===== config.mk =====
export PLATFORM = sky130hd
export DESIGN_NAME = mem_port_arbiter
export DESIGN_NICKNAME = d
export VERILOG_FILES = /design/src/rtl/mem_port_arbiter.sv
export SDC_FILE = /design/constraint.sdc
export NUM_CORES = 1
export LEC_CHECK = 0
export CORE_MARGIN = 1
export CORE_UTILIZATION = 33
export CTS_CLUSTER_DIAMETER = 40
export DETAILED_ROUTE_END_ITERATION = 16
export PLACE_DENSITY = 0.77
export SYNTH_ARGS = -nofsm -noshare
export SYNTH_HDL_FRONTEND = slang
export SYNTH_SLANG_ARGS = --single-unit

===== constraint.sdc =====
create_clock -name clk_i -period 2.15 [get_ports clk_i]
set_clock_uncertainty 0.2 [all_clocks]
set_input_delay 0.645 -clock clk_i [delete_from_list [all_inputs] [get_ports clk_i]]
set_output_delay 0.645 -clock clk_i [all_outputs]
set_load 0.01 [all_outputs]

===== src/rtl/mem_port_arbiter.sv =====
// mem_port_arbiter: shares one single-port memory bus between instruction
// fetch (IF) and the M-stage data port (DM). One transaction in flight at a
// time: IDLE arbitrates and captures, REQ drives the memory handshake, and
// WAIT routes the response back to its owner. Killed fetches are consumed
// silently.
// Optional feature: define MEM_TIMEOUT_EN to build a watchdog that aborts a
// transaction after TIMEOUT_CYC cycles in REQ+WAIT. It pulses err_o and
// returns 32'hDEAD_BEEF to the owner.
module mem_port_arbiter #(
  parameter int unsigned STARVE_MAX  = 4,
  parameter int unsigned TIMEOUT_CYC = 64
) (
  input  logic        clk_i,
  input  logic        rst_n_i,
  input  logic        if_req_i,
  input  logic [31:0] if_addr_i,
  input  logic        if_kill_i,
  output logic        if_gnt_o,
  output logic        if_rvalid_o,
  output logic [31:0] if_rdata_o,
  input  logic        dm_req_i,
  input  logic        dm_we_i,
  input  logic [3:0]  dm_be_i,
  input  logic [31:0] dm_addr_i,
  input  logic [31:0] dm_wdata_i,
  output logic        dm_gnt_o,
  output logic        dm_rvalid_o,
  output logic [31:0] dm_rdata_o,
  output logic        mem_req_o,
  output logic        mem_we_o,
  output logic [3:0]  mem_be_o,
  output logic [31:0] mem_addr_o,
  output logic [31:0] mem_wdata_o,
  input  logic        mem_gnt_i,
  input  logic        mem_rvalid_i,
  input  logic [31:0] mem_rdata_i,
  output logic        busy_o,
  output logic        err_o
);

  localparam int unsigned StarveW = $clog2(STARVE_MAX + 1);
  localparam logic [StarveW-1:0] StarveMax = StarveW'(STARVE_MAX);

  typedef enum logic [1:0] {IDLE, REQ, WAIT} state_e;
  typedef enum logic {OWNER_IF, OWNER_DM} owner_e;

  state_e             state_q, state_d;
  owner_e             owner_q, owner_d;
  logic [StarveW-1:0] starve_cnt_q, starve_cnt_d;
  logic               killed_q, killed_d;
  logic [31:0]        addr_q, addr_d;
  logic [31:0]        wdata_q, wdata_d;
  logic               we_q, we_d;
  logic [3:0]         be_q, be_d;

  logic               timeout;
  logic               resp_fire;
  logic [31:0]        resp_data;

`ifdef MEM_TIMEOUT_EN
  localparam int unsigned ToW = $clog2(TIMEOUT_CYC + 1);

  logic [ToW-1:0] to_cnt_q, to_cnt_d;

  assign timeout = (state_q != IDLE) && (to_cnt_q == ToW'(TIMEOUT_CYC - 1));

  // Watchdog count: zero in IDLE so it starts at 0 on entering REQ, then counts every REQ/WAIT cycle
  always_comb begin
    to_cnt_d = '0;
    if (state_q != IDLE && !timeout) begin
      to_cnt_d = to_cnt_q + 1'b1;
    end
  end

  // Watchdog count register
  always_ff @(posedge clk_i or negedge rst_n_i) begin
    if (!rst_n_i) begin
      to_cnt_q <= '0;
    end else begin
      to_cnt_q <= to_cnt_d;
    end
  end
`else
  // Without the watchdog a transaction waits forever; TIMEOUT_CYC is kept referenced so both builds share one parameter list
  localparam bit TimeoutCfg = (TIMEOUT_CYC != 0);
  assign timeout = 1'b0 & TimeoutCfg;
`endif

  assign busy_o = (state_q != IDLE);

  // Arbitration, request capture, memory handshake and response routing
  always_comb begin
    state_d      = state_q;
    owner_d      = owner_q;
    starve_cnt_d = starve_cnt_q;
    killed_d     = killed_q;
    addr_d       = addr_q;
    wdata_d      = wdata_q;
    we_d         = we_q;
    be_d         = be_q;
    resp_fire    = 1'b0;
    resp_data    = mem_rdata_i;
    if_gnt_o     = 1'b0;
    dm_gnt_o     = 1'b0;
    if_rvalid_o  = 1'b0;
    if_rdata_o   = '0;
    dm_rvalid_o  = 1'b0;
    dm_rdata_o   = '0;
    mem_req_o    = 1'b0;
    mem_we_o     = 1'b0;
    mem_be_o     = '0;
    mem_addr_o   = '0;
    mem_wdata_o  = '0;
    err_o        = 1'b0;

    unique case (state_q)
      IDLE: begin
        // Grants are held off while reset is asserted so every output stays 0
        if (rst_n_i && if_req_i && (!dm_req_i || starve_cnt_q == StarveMax)) begin
          if_gnt_o     = 1'b1;
          owner_d      = OWNER_IF;
          addr_d       = if_addr_i;
          we_d         = 1'b0;
          be_d         = 4'hF;
          wdata_d      = '0;
          starve_cnt_d = '0;
          state_d      = REQ;
        end else if (rst_n_i && dm_req_i) begin
          dm_gnt_o = 1'b1;
          owner_d  = OWNER_DM;
          addr_d   = dm_addr_i;
          we_d     = dm_we_i;
          be_d     = dm_be_i;
          wdata_d  = dm_wdata_i;
          if (!if_req_i) begin
            starve_cnt_d = '0;
          end else if (starve_cnt_q != StarveMax) begin
            starve_cnt_d = starve_cnt_q + 1'b1;
          end
          state_d = REQ;
        end
      end
      REQ: begin
        mem_req_o   = 1'b1;
        mem_we_o    = we_q;
        mem_be_o    = be_q;
        mem_addr_o  = addr_q;
        mem_wdata_o = wdata_q;
        if (owner_q == OWNER_IF && if_kill_i) begin
          killed_d = 1'b1;
        end
        if (timeout) begin
          err_o     = 1'b1;
          resp_fire = 1'b1;
          resp_data = 32'hDEAD_BEEF;
          state_d   = IDLE;
        end else if (mem_gnt_i) begin
          state_d = WAIT;
        end
      end
      WAIT: begin
        if (owner_q == OWNER_IF && if_kill_i) begin
          killed_d = 1'b1;
        end
        if (mem_rvalid_i) begin
          resp_fire = 1'b1;
          state_d   = IDLE;
        end else if (timeout) begin
          err_o     = 1'b1;
          resp_fire = 1'b1;
          resp_data = 32'hDEAD_BEEF;
          state_d   = IDLE;
        end
      end
      default: begin
        state_d = IDLE;
      end
    endcase

    if (resp_fire) begin
      if (owner_q == OWNER_DM) begin
        dm_rvalid_o = 1'b1;
        dm_rdata_o  = resp_data;
      end else if (!killed_q && !if_kill_i) begin
        if_rvalid_o = 1'b1;
        if_rdata_o  = resp_data;
      end
    end

    if (state_d == IDLE) begin
      killed_d = 1'b0;
    end
  end

  // State, owner, starvation count, kill flag and captured request
  always_ff @(posedge clk_i or negedge rst_n_i) begin
    if (!rst_n_i) begin
      state_q      <= IDLE;
      owner_q      <= OWNER_IF;
      starve_cnt_q <= '0;
      killed_q     <= 1'b0;
      addr_q       <= '0;
      wdata_q      <= '0;
      we_q         <= 1'b0;
      be_q         <= '0;
    end else begin
      state_q      <= state_d;
      owner_q      <= owner_d;
      starve_cnt_q <= starve_cnt_d;
      killed_q     <= killed_d;
      addr_q       <= addr_d;
      wdata_q      <= wdata_d;
      we_q         <= we_d;
      be_q         <= be_d;
    end
  end

endmodule


==> reports/metrics.cfg <==
[run_status]
status=finished, violations left
violations=negative setup slack

[critical_path]
crit_required_ps=1300
endpoint_kind=output pin
critPathLaunchType=register
crit_type=register to output pin
worstPathArrival_ps=1840
worstPathMaxFanout=5

[floorplan]
io_pins=280
die_x_um=116
start_util_pct=34.1
rows=41
dieArea_mm2=0.0136
core_area_mm2=0.0127
die_h_um=116

[yosys]
syn_inst=469
syn_area_per_cell_um2=9.22
syn_area_mm2=0.00432
ys_warn_count=0
synth_nets=615
synth-seq-area-share_pct=44.0
synth-seq-cells=76
yosysUniqueCellTypes=33

[place]
dpl.cell_count=913
gp_congestion=0.772
io_buffers=278
post-dp-hpwl_um=11700

[route]
first_pass_iters=4
dr_wl_met3_um=1290
drt_iter0_drc=318
viasPerCell=5.23
route.met2.wl_um=9790
m1WireLength_um=6850
wl_per_cell_um=19.2
drt-total-wl_um=18800
drc=0
ant_nets=0
vias=5122
top_layer_used=met4

[clocking]
cts_tree=yes
hold_buffers=0
clock-sinks=76
root_buffer=clkbuf_16
cts_buffer_depth=2
clk_latency_ps=330
path_clk_slew_ps=60
htree_levels=3
numCtsBuffers=9

[timing]
fin_setup_tns_ps=-59610
finalCriticalPeriod_ps=2690
finalSetupViolCount=139
rsz0062_at_grt=true
setup_ws_ps=-539
fin_crit_sh_pct=125
fmax_mhz=372
final-max-slew-violation-count=0
whs_ps=182
worstMarginPinSlew_ps=539
hold_viol=0
timing.slew.headroom_pct=64.0

[final_layout]
regArea_mm2=0.00190
fillers=940
fin_nets=948
final_common_cell=clkdlybuf4s50_1
layout_common_cells=134 x clkdlybuf4s50_1, 123 x buf_6, 83 x and2_4, 76 x dfrtp_1, 52 x buf_2
drive_above_1_share_pct=43.2
finish.utilization_pct=67.9
final_cells=979
multiInputGateArea_mm2=0.00250
areaGrowthSynthToFinish_pct=98.9

[global_route]
grt_max_degree=47
grt_overflow=0
grt_pass1_wl_um=25500
grt_pass1_vias=5055
antenna_found_initial=1
track_usage_pct=24.7

[pwr]
seqPwrFrac_pct=27.4
swShare_pct=34.8
p_per_area_mw_per_mm2=1010
peakVddDrop_v=0.000499
leakage_uw=0.00398
total_power_uw=8680
clkPwrFrac_pct=18.5
p_int_uw=5660
combPwrFrac_pct=54.1
p_sw_uw=3020

[run]
cap_violations=0

[hold_path]
hold_path.class=input port to asynchronous set/reset pin

registers in the layout, summed over array words and instances, names as in the netlist:
signal	flops
addr_q	32
owner_q	1
killed_q	1
starve_cnt_q	3
state_q	2
wdata_q	32
be_q	4
we_q	1
logic make-up (layout without fill, tap and decap cells):
family / count (synthesis) / count (layout) / share of synthesized area, %
AND/OR/NAND/NOR: 185 / 185 / 24.4
AO/OA/AOI/OAI: 148 / 148 / 24.4
adder cells (fa/ha/maj): 6 / 6 / 1.74
buffers and inverters: 53 / 390 / 5.35
other: 1 / 2 / 0.0867
flip-flops: 76 / 76 / 44.0
routing by layer:
metal	vias to the layer above	global-route usage, %
met3	61	3.63
li1	2312	-
met5	-	0
met2	255	45.7
met4	0	13.6
met1	2494	27.1
final cells by class:
| type | instances | area share, % |
|---|---|---|
| Timing Repair Buffer | 368 | 42.3 |
| Multi-Input combinational cell | 340 | 29.1 |
| Sequential cell | 76 | 22.1 |
| Clock buffer | 9 | 2.62 |
| Tap cell | 172 | 2.50 |
| Clock inverter | 6 | 1.05 |
| Inverter | 7 | 0.306 |
| Antenna cell | 1 | 0.0291 |
power by group through the flow:
| stage | Combinational (uW) | Clock [uW] | Sequential [uW] |
|---|---|---|---|
| floorplan | 1870 | 0 | 2280 |
| global placement | 3660 | 0 | 2330 |
| detailed placement | 3740 | 0 | 2360 |
| CTS | 3880 | 1640 | 2350 |
| global route | 5040 | 1700 | 2450 |
| finish | 4700 | 1600 | 2380 |
final timing paths:
kind,start,to,slack (ps),cells past startpoint
setup reg to reg,state_q[1]$_DFF_PN0_,addr_q[22]$_DFFE_PN0P_,40,10
hold / removal,rst_n_i,wdata_q[2]$_DFFE_PN0P_,180,2
setup / recovery,state_q[0]$_DFF_PN0_,mem_wdata_o[28],-540,8
hold reg to reg,wdata_q[6]$_DFFE_PN0P_,wdata_q[6]$_DFFE_PN0P_,300,1
max in group asynchronous,rst_n_i,starve_cnt_q[1]$_DFFE_PN0P_,1040,3
min in group clk_i,wdata_q[6]$_DFFE_PN0P_,wdata_q[6]$_DFFE_PN0P_,300,1
cells in the mapped netlist:
| cell type | count | area (um^2) |
|---|---|---|
| a22o_1 | 33 | 289 |
| inv_1 | 6 | 22.5 |
| nor2b_1 | 2 | 12.5 |
| nor2_1 | 39 | 146 |
| a221oi_2 | 1 | 15.0 |
| o21ai_1 | 4 | 20.0 |
| inv_2 | 1 | 3.75 |
| a41oi_1 | 32 | 280 |
| buf_2 | 14 | 70.1 |
| nand2_1 | 3 | 11.3 |
| a21oi_1 | 33 | 165 |
| a21bo_1 | 1 | 10.0 |
| nand3_1 | 2 | 10.0 |
| o22a_1 | 3 | 26.3 |
| clkbuf_1 | 28 | 105 |
| buf_4 | 4 | 30.0 |
| nand4_1 | 2 | 12.5 |
| dfrtp_1 | 76 | 1900 |
| a211oi_2 | 1 | 12.5 |
| o211ai_2 | 1 | 12.5 |
| a41o_1 | 1 | 10.0 |
| a31oi_1 | 1 | 6.26 |
| o211a_1 | 1 | 10.0 |
| and2_1 | 134 | 838 |
| o21ai_0 | 32 | 160 |
| conb_1 | 1 | 3.75 |
| nor4_2 | 1 | 12.5 |
| nand2b_1 | 2 | 12.5 |
| ha_1 | 6 | 75.1 |
| o32ai_1 | 1 | 8.76 |
| o21a_1 | 1 | 7.51 |
| a32o_1 | 1 | 10.0 |
| a21boi_2 | 1 | 11.3 |
worst max-delay path, cell delays in order, from the launching register on:
cell	delay (ps)
dfrtp_1	390
buf_4	140
buf_6	110
ha_4	190
buf_8	140
buf_12	120
clkbuf_16	140
and2_1	140
buf_2	140
per-stage QoR:
stage / setup slack, ps / instance area (um^2)
finish: -539 / 8600
global route: -602 / 8600
CTS: -578 / 7810
detailed placement: -1090 / 7490
global placement: -1030 / 7490
floorplan: -47.7 / 4360
repair_timing:
item | CTS | global route
resized for setup | 648 | 160
gates cloned | 8 | 6
buffers inserted | 24 | 20
endpoints found under the setup margin | 167 | 140
pin swaps | 47 | 14
Note: power is estimated with default switching activity, not from simulation.
